`src/rtl/core_pkg.sv`:
```
// Shared register-file types and helpers for the integer core.
package core_pkg;

   localparam int XLEN_DEF   = 32;
   localparam int REG_ADDR_W = 5;
   localparam logic [REG_ADDR_W-1:0] ZERO_REG = 5'd0;

   typedef enum logic {
      RF_SWEEP = 1'b0,
      RF_RUN   = 1'b1
   } rf_state_t;

   // True for an architecturally implemented, writable register (not x0, below nregs).
   function automatic logic reg_in_range(input logic [REG_ADDR_W-1:0] a, input int nregs);
      return (a != ZERO_REG) && (int'(a) < nregs);
   endfunction

endpackage

```
`src/rtl/rf_scoreboard.sv`:
```
// Busy scoreboard: one bit per register, set on issue, cleared on writeback,
// all cleared on flush or while the register file is not running.
module rf_scoreboard
   import core_pkg::*;
#(
   parameter int NREGS = 16
) (
   input  logic                  clk,
   input  logic                  rst_n,
   input  logic                  run,
   input  logic                  iss_valid,
   input  logic [REG_ADDR_W-1:0] iss_rd,
   input  logic                  clr_valid,
   input  logic [REG_ADDR_W-1:0] clr_rd,
   input  logic                  flush,
   input  logic [REG_ADDR_W-1:0] a1,
   input  logic [REG_ADDR_W-1:0] a2,
   input  logic                  mask1,
   input  logic                  mask2,
   output logic                  hazard
);

   localparam int IDX_W = $clog2(NREGS);

   logic [NREGS-1:0] busy;

   function automatic logic [IDX_W-1:0] idx(input logic [REG_ADDR_W-1:0] a);
      return a[IDX_W-1:0];
   endfunction

   // Busy update: flush beats everything, and a same-cycle issue beats the writeback clear.
   always_ff @(posedge clk or negedge rst_n) begin
      if (!rst_n) begin
         busy <= '0;
      end else if (!run || flush) begin
         busy <= '0;
      end else begin
         if (clr_valid && reg_in_range(clr_rd, NREGS)) busy[idx(clr_rd)] <= 1'b0;
         if (iss_valid && reg_in_range(iss_rd, NREGS)) busy[idx(iss_rd)] <= 1'b1;
      end
   end

   // Hazard from current busy state; operand terms can be masked when bypass will supply the value.
   always_comb begin
      hazard = 1'b0;
      if (reg_in_range(a1, NREGS) && busy[idx(a1)] && !mask1) hazard = 1'b1;
      if (reg_in_range(a2, NREGS) && busy[idx(a2)] && !mask2) hazard = 1'b1;
      if (reg_in_range(iss_rd, NREGS) && busy[idx(iss_rd)]) hazard = 1'b1;
   end

endmodule

```
`src/rtl/regfile_scoreboard.sv`:
```
// Integer register file with busy scoreboard and post-reset zero-sweep.
// state    | meaning
// RF_SWEEP | clearing reg[1..NREGS-1] one per cycle; reads return 0, writes/issues ignored
// RF_RUN   | normal operation; ready=1
module regfile_scoreboard
   import core_pkg::*;
#(
   parameter int XLEN   = XLEN_DEF,
   parameter int NREGS  = 16,
   parameter bit BYPASS = 1'b1
) (
   input  logic                  CLK,
   input  logic                  reset_n,
   input  logic [REG_ADDR_W-1:0] A1,
   input  logic [REG_ADDR_W-1:0] A2,
   output logic [XLEN-1:0]       RD1,
   output logic [XLEN-1:0]       RD2,
   input  logic [REG_ADDR_W-1:0] A3,
   input  logic                  WE3,
   input  logic [XLEN-1:0]       WD3,
   input  logic                  iss_valid,
   input  logic [REG_ADDR_W-1:0] iss_rd,
   input  logic                  flush,
   output logic                  hazard,
   output logic                  ready
);

   localparam int IDX_W = $clog2(NREGS);

   rf_state_t        state;
   logic [IDX_W-1:0] sweep_idx;
   logic [XLEN-1:0]  regs [NREGS];
   logic             mask1;
   logic             mask2;

   // Sweep FSM: walks indices 1..NREGS-1 and then settles in RUN.
   always_ff @(posedge CLK or negedge reset_n) begin
      if (!reset_n) begin
         state     <= RF_SWEEP;
         sweep_idx <= IDX_W'(1);
         ready     <= 1'b0;
      end else begin
         case (state)
            RF_SWEEP: begin
               sweep_idx <= sweep_idx + 1'b1;
               if (sweep_idx == IDX_W'(NREGS - 1)) begin
                  state <= RF_RUN;
                  ready <= 1'b1;
               end
            end
            RF_RUN: ready <= 1'b1;
            default: begin
               state <= RF_SWEEP;
               ready <= 1'b0;
            end
         endcase
      end
   end

   // Storage has no reset; the sweep provides the known-zero starting contents.
   always_ff @(posedge CLK) begin
      if (state == RF_SWEEP) begin
         regs[sweep_idx] <= '0;
      end else if (WE3 && reg_in_range(A3, NREGS)) begin
         regs[A3[IDX_W-1:0]] <= WD3;
      end
   end

   function automatic logic [XLEN-1:0] read_port(input logic [REG_ADDR_W-1:0] a);
      if (!ready || !reg_in_range(a, NREGS)) return '0;
      if (BYPASS && WE3 && (A3 == a)) return WD3;
      return regs[a[IDX_W-1:0]];
   endfunction

   // Asynchronous read ports with optional writeback bypass.
   always_comb begin
      RD1   = read_port(A1);
      RD2   = read_port(A2);
      mask1 = BYPASS && WE3 && (A3 == A1);
      mask2 = BYPASS && WE3 && (A3 == A2);
   end

   rf_scoreboard #(.NREGS(NREGS)) u_sb (
      .clk       (CLK),
      .rst_n     (reset_n),
      .run       (ready),
      .iss_valid (iss_valid),
      .iss_rd    (iss_rd),
      .clr_valid (WE3),
      .clr_rd    (A3),
      .flush     (flush),
      .a1        (A1),
      .a2        (A2),
      .mask1     (mask1),
      .mask2     (mask2),
      .hazard    (hazard)
   );

endmodule
```
`config.mk`:
```
export PLATFORM = sky130hd
export DESIGN_NAME = regfile_scoreboard
export DESIGN_NICKNAME = d
export VERILOG_FILES = /design/src/rtl/core_pkg.sv /design/src/rtl/rf_scoreboard.sv /design/src/rtl/regfile_scoreboard.sv
export SDC_FILE = /design/constraint.sdc
export NUM_CORES = 1
export LEC_CHECK = 0
export BUFFER_PORTS_ARGS = -buffer_cell sky130_fd_sc_hd__buf_2
export CAP_MARGIN = 30
export CORE_UTILIZATION = 55
export DETAILED_ROUTE_END_ITERATION = 16
export HOLD_SLACK_MARGIN = 0.06
export PLACE_DENSITY_LB_ADDON = 0.2
export RECOVER_POWER = 25
export SLEW_MARGIN = 10
export SYNTH_ARGS = -nofsm -noshare
export SYNTH_HDL_FRONTEND = slang
export SYNTH_SLANG_ARGS = --single-unit
```
`constraint.sdc`:
```
create_clock -name CLK -period 4.2 [get_ports CLK]
set_clock_uncertainty 0.2 [all_clocks]
set_input_delay 1.26 -clock CLK [delete_from_list [all_inputs] [get_ports CLK]]
set_output_delay 1.26 -clock CLK [all_outputs]
set_load 0.02 [all_outputs]
```
Yosys cells after proc, flatten, opt, wreduce, memory -nomap -nowiden
Memory sizes are Yosys's and may differ from the RTL's.
Index checks and enable logic that the tools add are counted.
Cells by class
  add/subtract/negate cells: 1
  order comparisons: 10
  equality and inequality tests: 4
  multiplexer cells: 42
  bitwise operators: 4
  reductions and logical operators: 28
Operators by type and width (number)
  32-bit two-way mux: 9
  16-bit two-way mux: 4
  32-bit OR reduction: 1
  1-bit two-way mux: 22
  4-bit by 5-bit less-than comparator with 1-bit output (second input constant): 4
  5-bit less-than comparator (second input constant): 4
  5-bit nonzero test: 4
  16-bit AND: 1
  16-bit NOT: 1
  16-bit OR: 1
  1-bit logical AND: 15
  1-bit binary-select mux with 4-bit select: 3
  5-bit equality test: 2
  1-bit demux with 4-bit select: 2
  4-bit by 1-bit >= comparator with 1-bit output (second input constant): 2
  1-bit logical NOT: 5
  4-bit by 1-bit adder with 4-bit output (second input constant): 1
  4-bit equality test (second input constant): 1
  4-bit two-way mux: 1
  1-bit logical OR: 3
  2-bit != test (second input constant): 1
  1-bit case mux with 2 select lines: 1
  1-bit NOT: 1
Storage, ports and cells
  register bits: 22
  memory bits (writable): 512
  input bits: 57
  output and inout bits: 66
  memories kept: 1
Memories
  regs: words 16, bits a word 32, rd ports 2, clocked after memory_dff 0, wr ports 1, line regfile_scoreboard.sv:32  | logic [XLEN-1:0] regs [NREGS];

Longest topological paths before layout
Gate-level depths: netlist of the first run.
  word-level depth: 11
  depth in mapped cells: 8
  depth with buffers taken out: 5

Modules after synthesis
From an unflattened synthesis of the first run, not the netlist that was laid out.
Second synthesis, totals
  cell total of the unflattened synthesis: 1370
  area total of the unflattened synthesis: 26120.1 µm²
By module, submodules not included
  regfile_scoreboard: times used 1, cells an instance 1241, area an instance 24968.9 µm²
  rf_scoreboard: times used 1, cells an instance 129, area an instance 1151.1 µm²

Worst setup path before layout of the first run
Ideal clock, no wire load.
  path kind: input to register
  start: input port A3[3]
  end: memory regs[12][0] in the netlist's numbering, enable pin
  setup time: 0.421 ns
  arrival time: 3.851 ns
  setup slack: -0.272 ns
  cell stages on the path: 7
  path buffers: 2
  cell sequence: buf_2 -> or2_2 -> o311a_1 -> buf_2 -> nor3_1 -> a21oi_1 -> nor2_1
On the way
  cells in the longest elaborated chain, start to end: 8
RTL lines
  from (decl): line regfile_scoreboard.sv:18  | input logic [REG_ADDR_W-1:0] A3,
  5-bit less-than comparator / 5-bit nonzero test (equally long branches): line core_pkg.sv:15  | return (a != ZERO_REG) && (int'(a) < nregs);
  1-bit logical AND: line core_pkg.sv:15
  1-bit logical AND: line regfile_scoreboard.sv:64  | end else if (WE3 && reg_in_range(A3, NREGS)) begin
  1-bit two-way mux: line regfile_scoreboard.sv:64
  1-bit two-way mux: line regfile_scoreboard.sv:62  | if (state == RF_SWEEP) begin
  1-bit two-way mux (not written as such): line regfile_scoreboard.sv:65  | regs[A3[IDX_W-1:0]] <= WD3;
  32-bit OR reduction (no source line)
  4-bit two-way mux (no source line) / 1-bit two-way mux (equally long branches)
  to (decl): line regfile_scoreboard.sv:32
Parallel ways exist; a longest one is shown, timed or not.

Final worst setup path of the first run
  start: input port A2[2]
  end: output port RD2[6]
On the way
  cells in the longest elaborated chain, start to end: 6
RTL lines
  from (decl): line regfile_scoreboard.sv:15  | input logic [REG_ADDR_W-1:0] A2,
  5-bit less-than comparator, or another cell as far along: line core_pkg.sv:15
  1-bit logical AND, on equally long branches: line core_pkg.sv:15, regfile_scoreboard.sv:71
  1-bit logical NOT / 1-bit two-way mux (equally long branches): line regfile_scoreboard.sv:70, regfile_scoreboard.sv:71
  1-bit logical OR / 1-bit two-way mux (equally long branches): line regfile_scoreboard.sv:70, regfile_scoreboard.sv:71
  1-bit two-way mux / 32-bit two-way mux (equally long branches): line regfile_scoreboard.sv:70, regfile_scoreboard.sv:72
  32-bit two-way mux (*): line regfile_scoreboard.sv:71  | if (BYPASS && WE3 && (A3 == a)) return WD3;
  to (decl): line regfile_scoreboard.sv:17  | output logic [XLEN-1:0] RD2,
Every way passes the cells marked *; elsewhere a longest branch is shown, timed or not. The select of a mux whose other input is x is not followed.

==> results of run 1 <==
==> area by class of cell <==
type | instances | area (um^2)
Sequential cell | 534 | 15900
Fill cell | 2466 | 11800
Multi-Input combinational cell | 715 | 10200
Timing Repair Buffer | 422 | 5190
Clock buffer | 66 | 1420
Tap cell | 600 | 751
Clock inverter | 35 | 260
Inverter | 4 | 15.0
==> cells in the mapped netlist, types with 2 or more instances <==
library cell	n
edfxtp_1	512
mux4_2	266
clkbuf_1	73
nand3_1	71
a22o_1	64
a221oi_1	62
o21ai_1	44
o21ai_0	36
and2_1	34
buf_2	30
nor2_1	26
dfrtp_1	21
nand2_1	20
a21oi_1	18
buf_4	10
buf_6	8
xor2_1	8
nor2b_1	7
buf_1	6
nand2b_1	6
a31oi_1	5
mux2i_1	5
nor3b_1	5
xnor2_1	5
inv_1	4
nor4_1	4
and3_1	3
mux2_2	3
a221oi_2	2
and3b_1	2
or2_2	2
==> cells by family (layout without fill, tap and decap cells) <==
logic type      Yosys count  in the layout  share of synthesized area
xor+xnor                 13             13                    0.00447
buf+inv                 132            527                     0.0248
compound gates          240            240                     0.0679
mux                     275            275                      0.239
flops                   534            534                      0.625
fa+ha+maj                 1              1                   0.000491
simple gates            185            186                     0.0380
==> stage by stage <==
| stage | hold slack, ps | instances | setup slack (ps) |
|---|---|---|---|
| global placement | 321 | 2161 | -430 |
| finish | 337 | 2376 | -294 |
| CTS | 329 | 2338 | -195 |
| floorplan | 282 | 1380 | -272 |
| global route | 361 | 2376 | -299 |
| detailed placement | 320 | 2161 | -432 |
==> critical path, stage by stage <==
cell	delay (ps)
buf_12	110
buf_6	120
xor2_2	150
nor4_2	360
and3_4	270
buf_8	120
buf_12	150
buf_12	140
nand3_2	90
o21ai_2	100
buf_6	140
==> flip-flops by register name (all words and copies together) (netlist names) <==
register and flops:
ready 1, regs 512, state 1, sweep_idx 4
u_sb.busy 16
==> how the worst min path moves through the flow <==
stage / end / cells past startpoint
6_report: u_sb.busy[0] / 2
4_1_cts: u_sb.busy[0] / 2
3_5_place_dp: u_sb.busy[0] / 2
2_1_floorplan: u_sb.busy[0] / 2
3_3_place_gp: u_sb.busy[0] / 2
5_1_grt: u_sb.busy[0] / 2
==> timing repair <==
item	CTS	global route
gates cloned	14	14
pin swaps	67	58
resized for setup	235	123
setup endpoints to repair	65	65
hold buffers	0	0
setup buffers	64	34
==> layer usage <==
metal,share of wire,vias up,GRT usage
met4,0.046,0,0.131
met2,0.49,1285,0.543
met5,0,-,0
met3,0.11,241,0.0721
li1,-,6709,-
met1,0.36,8939,0.459
==> power by group through the flow <==
stage,combinational (mW),sequential [mW],clock (mW)
2_1_floorplan,0.600,5.94,0
5_1_grt,1.44,5.83,4.85
3_3_place_gp,1.03,5.94,0
6_report,1.40,5.83,4.64
4_1_cts,1.27,5.83,4.64
3_5_place_dp,1.04,5.94,0
==> impl_metrics.json, run 1 <==
{
  "status": "finished with violations",
  "violations": "negative setup slack",
  "first_global_vias": 17200,
  "core_mm2": 0.0456,
  "nNetsFinal": 1789,
  "p_leak_nw": 12.4,
  "routed_wl_um": 81600,
  "power.share.combinational": 0.118,
  "ys_ff_latch": 534,
  "via_count": 17200,
  "yosys.area.top_type_share": 0.603,
  "reg2reg_slack_ps": 610,
  "fin_setup_tns_ps": -11340,
  "ys_seq_area_frac": 0.625,
  "antenna_cells": 0,
  "clk_pin_slew_ps": 60,
  "syn-num-nets": 1438,
  "syn_area_mm2": 0.0255,
  "mostFrequentLayoutCell": "edfxtp_1",
  "clock-sinks": 534,
  "rows": 78,
  "max_freq_mhz": 223,
  "ir_drop_mv": 0.327,
  "max-slew-margin-rel": 0.199,
  "setup_violations": 65,
  "tightestPinTransition_ps": 1200,
  "antenna_found_initial": 0,
  "worst_setup_path_start_kind": "primary input",
  "crit_end": "RD2[6]",
  "syn2layout_area_growth_pct": 32.6,
  "powerDensity_mw_per_mm2": 351,
  "total_power_mw": 11.9,
  "die-area_mm2": 0.0472,
  "ant_nets": 0,
  "reg2reg_from": "state",
  "synth_cells": 1380,
  "internal_power_mw": 9.08,
  "synth_top_cell_by_area": "edfxtp_1",
  "drv_slew": 0,
  "start_util": 0.559,
  "yosys_warnings": 0,
  "ys.flop_type": "edfxtp_1",
  "drt_iter0_drc": 2188,
  "hold_path.class": "reg2reg",
  "fin_util": 0.742,
  "seqPwrFrac": 0.491,
  "fin_crit_sh": 1.07,
  "die_h_um": 217,
  "cp_max_fo": 6,
  "die_w_um": 217,
  "grtUsageTotal": 0.338,
  "crit_start": "A2[2]",
  "cp-end-kind": "primary output",
  "avgSynthCellArea_um2": 18.5,
  "cp.required_ps": 2740,
  "cts_tree": "yes",
  "place_area_mm2": 0.0291,
  "avgRoutedWirePerCell_um": 34.3,
  "io_pins": 123,
  "grt_pass1_wl_um": 114000,
  "drc": 0,
  "dp_hpwl_um": 46100,
  "synth_edf_count": 512,
  "clk_latency_ps": 620,
  "r2r_end": "regs[9][14]",
  "ff2ff_path_depth": 6,
  "max_cap_viol_count": 0,
  "numPortBuffers": 122,
  "final.min_clock_period_ps": 4490,
  "switchingPower_mw": 2.79,
  "rsz0062_at_grt": "true",
  "async_flop_share": 0.0412,
  "dr.pass1.iters": 5,
  "cts_made_buffers": 54,
  "clockBufferDepth": 3,
  "grt_max_degree": 26,
  "setup_ws_ps": -294,
  "drive_above_1_share": 0.532,
  "grt_overflow": 0,
  "clock_power_share": 0.391,
  "synth_cell_types": 49,
  "root_buffer": "clkbuf_16",
  "post_drt_via_cell_ratio": 7.23,
  "htreeDepth": 2,
  "final_cell_area_mm2": 0.0338,
  "arrival_ps": 3030,
  "hold_violations": 0,
  "hp-start": "u_sb.busy[0]",
  "final_cell_mix": "512 x edfxtp_1, 266 x mux4_2, 137 x buf_4, 96 x buf_6, 91 x buf_12",
  "gp_congestion": 0.852,
  "path_class": "in2out",
  "synthTopCellsByArea": "edfxtp_1 60%, mux4_2 24%, a22o_1 2.2%",
  "switching_share": 0.235
}
Power figures use the tool's default switching activity.
==> inputs of run 2 (changes only) <==
--- a/config.mk
+++ b/config.mk
@@ -10,7 +10,7 @@
 export CORE_UTILIZATION = 55
 export DETAILED_ROUTE_END_ITERATION = 16
 export HOLD_SLACK_MARGIN = 0.06
-export PLACE_DENSITY_LB_ADDON = 0.2
+export PLACE_DENSITY = 0.75
 export RECOVER_POWER = 25
 export SLEW_MARGIN = 10
 export SYNTH_ARGS = -nofsm -noshare
==> run 2 against run 1 <==
- the run ends with max-capacitance violations, max-slew violations, negative setup slack left
- non-clock buffer count rose by 29
- clock-buffer cell count fell by 8
- sequential power barely moved
- largest cell class unchanged
- largest power group unchanged
- highest routed layer is now met5
==> impl_metrics.json, run 2 (synthesis gave the netlist of run 1 again) <==
{
  "routed_wl_um": 87300,
  "grt_max_degree": 28,
  "numPortBuffers": 122,
  "path_class": "in2out",
  "cts_made_buffers": 54,
  "cp_slowest_cell": "mux4_2",
  "cp_cell_sequence": "buf_16 > buf_12 > buf_12 > mux4_2 > a22o_1 > a221oi_2 > buf_4 > o21ai_2 > buf_6",
  "setup_ws_ps": -288,
  "status": "finished with violations",
  "path_common_cell": "buf_12",
  "cp-end-kind": "primary output",
  "rows": 78,
  "arrival_ps": 3030,
  "fin_crit_sh": 1.07,
  "nNetsFinal": 1817,
  "core_mm2": 0.0456,
  "syn2layout_area_growth_pct": 33.7,
  "antenna_cells": 0,
  "max_freq_mhz": 223,
  "hold_slack_ps": 363,
  "cp.required_ps": 2740,
  "largest_reg_flops": 512,
  "ir_drop_mv": 0.352,
  "start_util": 0.559,
  "clockBufferDepth": 3,
  "drive_above_1_share": 0.537,
  "top_register": "regs",
  "root_buffer": "clkbuf_16",
  "antenna_found_initial": 1,
  "first_global_vias": 18300,
  "die-area_mm2": 0.0472,
  "fin_setup_tns_ps": -11910,
  "n_fill_cell": 2347,
  "largest_registers": "regs: 512 flops, u_sb.busy: 16 flops, sweep_idx: 4 flops",
  "rsz0062_at_grt": "true",
  "drc": 0,
  "final_cell_mix": "512 x edfxtp_1, 266 x mux4_2, 166 x buf_4, 94 x buf_6, 85 x buf_12",
  "total_power_mw": 12.4,
  "post_drt_via_cell_ratio": 7.44,
  "dp_hpwl_um": 44600,
  "setup_violations": 67,
  "cp_max_fo": 5,
  "max_cap_viol_count": 1,
  "io_pins": 123,
  "max-slew-margin-rel": -0.0825,
  "ant_nets": 0,
  "cts_tree": "yes",
  "clk_pin_slew_ps": 60,
  "die_h_um": 217,
  "dr.pass1.iters": 7,
  "via_count": 17900,
  "hold_path.class": "reg2reg",
  "avgRoutedWirePerCell_um": 36.4,
  "grt_pass1_wl_um": 123000,
  "drt_iter0_drc": 2761,
  "drv_slew": 19,
  "hold_violations": 0,
  "clock-sinks": 534,
  "tightestPinTransition_ps": 1620,
  "clk_latency_ps": 630,
  "p_leak_nw": 12.6,
  "grt_overflow": 0,
  "htreeDepth": 2,
  "max_stage_delay_ps": 510,
  "powerDensity_mw_per_mm2": 364,
  "mostFrequentLayoutCell": "edfxtp_1",
  "gp_congestion": 0.889,
  "grtUsageTotal": 0.368,
  "worst_setup_path_start_kind": "primary input",
  "violations": "max-capacitance violations, max-slew violations, negative setup slack",
  "final.min_clock_period_ps": 4490,
  "die_w_um": 217
}
run 2: path summary, 6_finish.rpt:
kind,from,end,slack [ps],depth (start not counted)
worst max-delay path,A2[0],RD2[30],-290,9
worst min-delay path,u_sb.busy[0],u_sb.busy[0],360,2
worst max register to register,state,regs[8][6],450,6
worst min register to register,u_sb.busy[0],u_sb.busy[0],360,2
max in group asynchronous,reset_n,sweep_idx[3],2430,1
min in group asynchronous,reset_n,sweep_idx[1],660,1
run 2: critical path: cells and delay by family:
kind | cells | cell delay [ps]
mux | 1 | 510
compound gates | 3 | 550
buf+inv | 5 | 700
run 2: power breakdown:
part	switching [mW]	internal, mW	total [mW]
Combinational	0.748	0.688	1.44
Clock	2.12	3.02	5.14
Sequential	0.00502	5.83	5.83
Total	2.88	9.53	12.4
run 2: cell type report:
type / count / area [um^2] / share of cell area
inverter: 4 / 15.0 / 0.000441
tap: 600 / 751 / 0.0220
timing repair buffer: 451 / 5410 / 0.159
multi-input combinational: 714 / 10100 / 0.297
clock inverter: 41 / 484 / 0.0142
sequential: 534 / 15900 / 0.467
clock buffer: 58 / 1370 / 0.0401
run 2: per-layer routing:
layer / vias up / GRT usage / wire length, um
li1: 6752 / - / -
met1: 9119 / 0.459 / 29500
met2: 1633 / 0.583 / 41600
met3: 365 / 0.101 / 10400
met4: 2 / 0.212 / 5820
met5: - / 0 / 7
run 2: what timing repair did:
item,in CTS,in global routing
hold buffers,0,0
resized for setup,231,110
setup buffers,65,33
endpoints found under the setup margin,65,65
endpoints found under the hold margin,0,0
pin swaps,106,59
cloned,32,5
run 2: through the flow:
step / utilization / cell area [um^2] / setup slack (ps) / instances
after global routing: 0.747 / 34100 / -325 / 2402
after CTS: 0.735 / 33500 / -251 / 2381
after floorplan: - / 26100 / -272 / 1380
after detailed placement: 0.641 / 29200 / -424 / 2188
final: 0.747 / 34100 / -288 / 2402
after global placement: 0.641 / 29200 / -383 / 2188
